==> src/rtl/diffusion_step_worker.sv <==
// Diffusion worker: one lap per rdy pulse, streams push = residual * weight
// for each frontier entry to the edge-scatter stage, then raises finished.
module diffusion_step_worker #(
    parameter int unsigned DATA_WIDTH = 32,
    parameter int unsigned ADDR_WIDTH = 10,
    parameter int unsigned NODE_WIDTH = 20,
    parameter int unsigned FRAC_BITS  = 16,
    parameter int unsigned EPS        = 1,
    parameter int unsigned MAX_STEPS  = 7
) (
    input  logic                  clk,
    input  logic                  rst,
    input  logic                  rdy,
    input  logic [DATA_WIDTH-1:0] l_step,
    input  logic [ADDR_WIDTH:0]   frontier_cnt,
    output logic                  rd_en,
    output logic [ADDR_WIDTH-1:0] rd_addr,
    input  logic [NODE_WIDTH-1:0] rd_node,
    input  logic [DATA_WIDTH-1:0] rd_residual,
    input  logic [DATA_WIDTH-1:0] rd_weight,
    output logic                  out_valid,
    input  logic                  out_ready,
    output logic [NODE_WIDTH-1:0] out_node,
    output logic [DATA_WIDTH-1:0] out_push,
    output logic [DATA_WIDTH-1:0] out_step,
    output logic [ADDR_WIDTH:0]   emitted_cnt,
    output logic                  finished,
    output logic                  busy
);

    localparam int unsigned CNT_W  = ADDR_WIDTH + 1;
    localparam int unsigned PROD_W = 2 * DATA_WIDTH;

    typedef enum logic [2:0] {
        IDLE,
        READ,
        WAIT,
        CALC,
        EMIT
    } state_t;

    state_t                state;
    logic [DATA_WIDTH-1:0] step_r;
    logic [CNT_W-1:0]      cnt_r;
    logic [CNT_W-1:0]      idx;
    logic [NODE_WIDTH-1:0] node_r;
    logic [DATA_WIDTH-1:0] res_r;
    logic [DATA_WIDTH-1:0] wt_r;
    logic [DATA_WIDTH-1:0] push_r;

    logic [PROD_W-1:0]     prod_c;
    logic [PROD_W-1:0]     scaled_c;
    logic [DATA_WIDTH-1:0] push_c;
    logic [CNT_W-1:0]      idx_next_c;
    logic                  lap_empty_c;
    logic                  push_keep_c;
    logic                  emit_drop_c;
    logic                  emit_done_c;

    // Fixed-point multiply with saturation of anything that overflows DATA_WIDTH
    always_comb begin
        prod_c      = PROD_W'(res_r) * PROD_W'(wt_r);
        scaled_c    = prod_c >> FRAC_BITS;
        push_c      = (|scaled_c[PROD_W-1:DATA_WIDTH]) ? '1 : scaled_c[DATA_WIDTH-1:0];
        push_keep_c = (push_c >= DATA_WIDTH'(EPS));
        idx_next_c  = idx + CNT_W'(1);
        lap_empty_c = (frontier_cnt == '0) || (l_step >= DATA_WIDTH'(MAX_STEPS));
        emit_drop_c = (push_r < DATA_WIDTH'(EPS));
        emit_done_c = emit_drop_c || out_ready;
    end

    // Lap sequencer: READ -> WAIT -> CALC -> EMIT per frontier entry
    always_ff @(posedge clk or negedge rst) begin
        if (!rst) begin
            state       <= IDLE;
            finished    <= 1'b0;
            busy        <= 1'b0;
            rd_en       <= 1'b0;
            rd_addr     <= '0;
            out_valid   <= 1'b0;
            out_node    <= '0;
            out_push    <= '0;
            out_step    <= '0;
            emitted_cnt <= '0;
            idx         <= '0;
            step_r      <= '0;
            cnt_r       <= '0;
            node_r      <= '0;
            res_r       <= '0;
            wt_r        <= '0;
            push_r      <= '0;
        end else begin
            case (state)
                IDLE: begin
                    if (rdy) begin
                        step_r      <= l_step;
                        cnt_r       <= frontier_cnt;
                        emitted_cnt <= '0;
                        idx         <= '0;
                        if (lap_empty_c) begin
                            // Nothing to do: report completion on the next cycle
                            finished <= 1'b1;
                        end else begin
                            finished <= 1'b0;
                            busy     <= 1'b1;
                            rd_en    <= 1'b1;
                            rd_addr  <= '0;
                            state    <= READ;
                        end
                    end
                end
                READ: begin
                    rd_en <= 1'b0;
                    state <= WAIT;
                end
                WAIT: begin
                    node_r <= rd_node;
                    res_r  <= rd_residual;
                    wt_r   <= rd_weight;
                    state  <= CALC;
                end
                CALC: begin
                    push_r <= push_c;
                    if (push_keep_c) begin
                        out_valid <= 1'b1;
                        out_node  <= node_r;
                        out_push  <= push_c;
                        out_step  <= step_r;
                    end
                    state <= EMIT;
                end
                EMIT: begin
                    if (emit_done_c) begin
                        if (!emit_drop_c) begin
                            out_valid   <= 1'b0;
                            emitted_cnt <= emitted_cnt + CNT_W'(1);
                        end
                        idx <= idx_next_c;
                        if (idx_next_c < cnt_r) begin
                            rd_en   <= 1'b1;
                            rd_addr <= idx_next_c[ADDR_WIDTH-1:0];
                            state   <= READ;
                        end else begin
                            busy     <= 1'b0;
                            finished <= 1'b1;
                            state    <= IDLE;
                        end
                    end
                end
                default: begin
                    state <= IDLE;
                end
            endcase
        end
    end

endmodule
==> config.mk <==
export PLATFORM = sky130hd
export DESIGN_NAME = diffusion_step_worker
export DESIGN_NICKNAME = d
export VERILOG_FILES = /design/src/rtl/diffusion_step_worker.sv
export SDC_FILE = /design/constraint.sdc
export NUM_CORES = 2
export LEC_CHECK = 0
export CORE_MARGIN = 4
export CORE_UTILIZATION = 60
export CTS_BUF_LIST = sky130_fd_sc_hd__clkbuf_8
export CTS_CLUSTER_DIAMETER = 100
export DETAILED_ROUTE_END_ITERATION = 6
export PLACE_DENSITY = 0.8
export SYNTH_ARGS = -nofsm -noshare
export SYNTH_HDL_FRONTEND = slang
export SYNTH_SLANG_ARGS = --single-unit
==> constraint.sdc <==
create_clock -name clk -period 9.2 [get_ports clk]
set_input_delay 1.84 -clock clk [delete_from_list [all_inputs] [get_ports clk]]
set_output_delay 1.84 -clock clk [all_outputs]
set_load 0.05 [all_outputs]
==> results.ini <==
[final_layout]
nets = 6251
drive_gt1_share_pct = 10.5
nFillCells = 5699
seq_area_mm2 = 0.00712
instances_no_fill = 5974
syn2layout_area_growth_pct = 12.3
multi_input_area_mm2 = 0.0344

[timing]
fin_crit_ns = 8.89
relSlewSlack_pct = 21.6
finalCritPeriodShare_pct = 96.6
slew_violations = 0
hold_viol_final = 0
fmax_ghz = 0.112
skew_ns = 0.0708
final.setup.tns_ns = 0
worst_slew_pin_slew_ns = 1.18
setup_viol_count_final = 0

[critical_path]
crit_type = flop to flop
path_depth = 26
slowest_delay_ns = 0.58
reg2reg_to = out_node[18]$_DFFE_PN0P_
end_kind = flop
cp_num_buf_inv = 5
slowest_stage = fa_1
ff2ff_path_depth = 26
critPathTopFamily = adder cells
crit_fanout = 25
startpoint = res_r[12]$_DFFE_PN0P_
worstSetupEndpoint = out_node[18]$_DFFE_PN0P_
crit_required_ns = 9.77
cpMostUsedCell = fa_1
reg2reg_from = res_r[12]$_DFFE_PN0P_
worst_setup_path_start_kind = flop
crit_arrival_ns = 9.46
r2r_slack_ns = 0.31

[clocking]
clk_pin_slew_ns = 0.06
tritoncts = done
cts.sinks = 282
cts_made_buffers = 54
clk_path_buf_depth = 3
clockRootBuffer = clkbuf_8
clk_latency_ns = 0.72
h-tree-depth = 2

[synth]
synth_most_common_cell = inv_1
yosysTopAreaCell = fa_1
async_reset_ff_share_pct = 100
ys.flop_type = dfrtp_1
yosys-top-cells-area = fa_1, dfrtp_1, and2_1
synth_seq_cells = 282
avgSynthCellArea_um2 = 9.69
synth_top_area_share_pct = 39.0
yosysSeqAreaShare_pct = 15.4
synth_common_cells = inv_1, fa_1, and2_1
synth_warnings = 0
synth_edf_count = 0
synth_nets = 6032
ys_types = 84
synth.cell_area_mm2 = 0.0459
synthCells = 4734

[pwr]
pwr-share-clk_pct = 30.0
p_leak_nw = 25.9
p_comb_share_pct = 30.1
power_frac_seq_pct = 39.9
p_per_area_mw_per_mm2 = 92.5
ir_drop_uv = 144
power_switching_mw = 2.09
switching_share_pct = 43.8
internal_power_mw = 2.68

[die]
chipWidth_um = 285
die_height_um = 285
core_region_area_mm2 = 0.0758
fp-row-count = 101
dieArea_mm2 = 0.0810
ios = 240
start_util_pct = 60.5

[placement]
gp_congestion = 0.946
portBuffers = 239
dp_hpwl_mm = 98.8
dp_cells = 5869

[min_path]
worstHoldStart = out_step[9]$_DFFE_PN0P_
hold_path.class = flop to flop

[grt]
grt_max_degree = 160
grt_pass1_wl_mm = 199
grt_use_total_pct = 30.8
met3_usage_pct = 4.96
grt_util_met1_pct = 39.5
gr-usage-met2_pct = 51.9
antenna_found_initial = 3
grt_overflow = 0
grt.busiest_layer = met2
grt_pass1_vias = 37200

[route]
first_iter_violations = 2512
drc = 0
drt-total-wl_mm = 122
vias = 34300
vias_per_cell = 5.75
ant_nets = 0
dr.pass1.iters = 6
drt-wirelength-per-cell_um = 20.4

[flow_run]
maxCapViolations = 0

[outcome]
status = completed

==> repair_timing <==
item,4_1_cts,5_1_grt
hold buffers,0,0
pin swaps,0,4
endpoints found under the hold margin,0,0
endpoints found under the setup margin,49,117
resized for setup,5,57
buffers inserted,0,6
==> cell usage in the layout (no fill, tap or decap), types with 20 or more instances in the layout <==
cell type        count
a21o_1              24
a21oi_1             98
a22o_1              23
a31oi_1             34
and2_1             678
buf_4              176
clkbuf_8            65
clkdlybuf4s50_1    238
dfrtp_1            241
dfrtp_2             36
fa_1               895
ha_1               268
inv_1              926
mux2_2             120
mux2_4              45
nand2_1            471
nand3_1             58
nand4_1             41
nor2_1              99
nor3_1              21
nor4_1              22
o21ai_0             78
xnor2_1             31
xor2_1              20
==> per-layer routing <==
layer | vias up | wire length [um]
met3 | 387 | 8970
met1 | 17500 | 46000
met5 | - | 0
li1 | 14900 | -
met2 | 1504 | 60800
met4 | 0 | 6260
==> worst min path at each step <==
stage / cells after the start / to / slack [ns]
after floorplan: 2 / push_r[14]$_DFFE_PN0P_ / 0.45
after global placement: 1 / out_node[18]$_DFFE_PN0P_ / 0.46
after detailed placement: 1 / out_step[19]$_DFFE_PN0P_ / 0.47
after CTS: 1 / out_node[2]$_DFFE_PN0P_ / 0.48
after global routing: 1 / out_node[2]$_DFFE_PN0P_ / 0.48
final: 1 / out_step[9]$_DFFE_PN0P_ / 0.48
==> through the flow <==
| step | util (%) | total power, mW | setup WS (ns) | hold slack, ns | cell area (um^2) |
|---|---|---|---|---|---|
| finish | 67.9 | 4.76 | 0.309 | 0.484 | 51500 |
| global route | 67.9 | 4.93 | -0.0234 | 0.481 | 51500 |
| CTS | 67.7 | 4.67 | 0.00415 | 0.481 | 51300 |
| detailed placement | 66.0 | 3.22 | -0.00180 | 0.474 | 50100 |
| global placement | 66.0 | 3.18 | 0.0632 | 0.462 | 50100 |
| floorplan | - | 2.27 | 0.821 | 0.450 | 45900 |
==> cell type report <==
type	instances	area share, %
repair buffers	436	8.00
multi-input cells	3266	66.8
well taps	978	2.38
inverters	913	6.65
diodes	1	0.00486
clock inverters	33	0.656
flip-flops and latches	282	13.8
clock buffers	65	1.74
==> state kept, by name, summed over array words and instances (netlist names) <==
register     cells
busy             1
push_r          32
emitted_cnt     11
finished         1
out_valid        1
wt_r            32
res_r           32
state            3
idx             11
node_r          20
out_push        32
out_node        20
cnt_r           11
rd_addr         10
out_step        32
step_r          32
rd_en            1
==> kinds of logic after synthesis <==
group / after synthesis / share of synthesized area (%)
AOI/OAI and AO/OA: 408 / 5.91
xor gates and xnor gates: 51 / 0.973
adders and majority gates: 1167 / 46.5
buffers and inverters: 1186 / 9.84
DFF: 282 / 15.4
muxes: 173 / 4.60
and+or+nand+nor: 1467 / 16.8
==> power by group through the flow <==
stage | combinational [mW] | sequential, mW | clock, mW
global placement | 1.30 | 1.87 | 0
detailed placement | 1.33 | 1.89 | 0
CTS | 1.33 | 1.87 | 1.46
floorplan | 0.743 | 1.53 | 0
global route | 1.49 | 1.92 | 1.52
finish | 1.43 | 1.90 | 1.43
No activity file was read; power rests on OpenSTA's default activity.
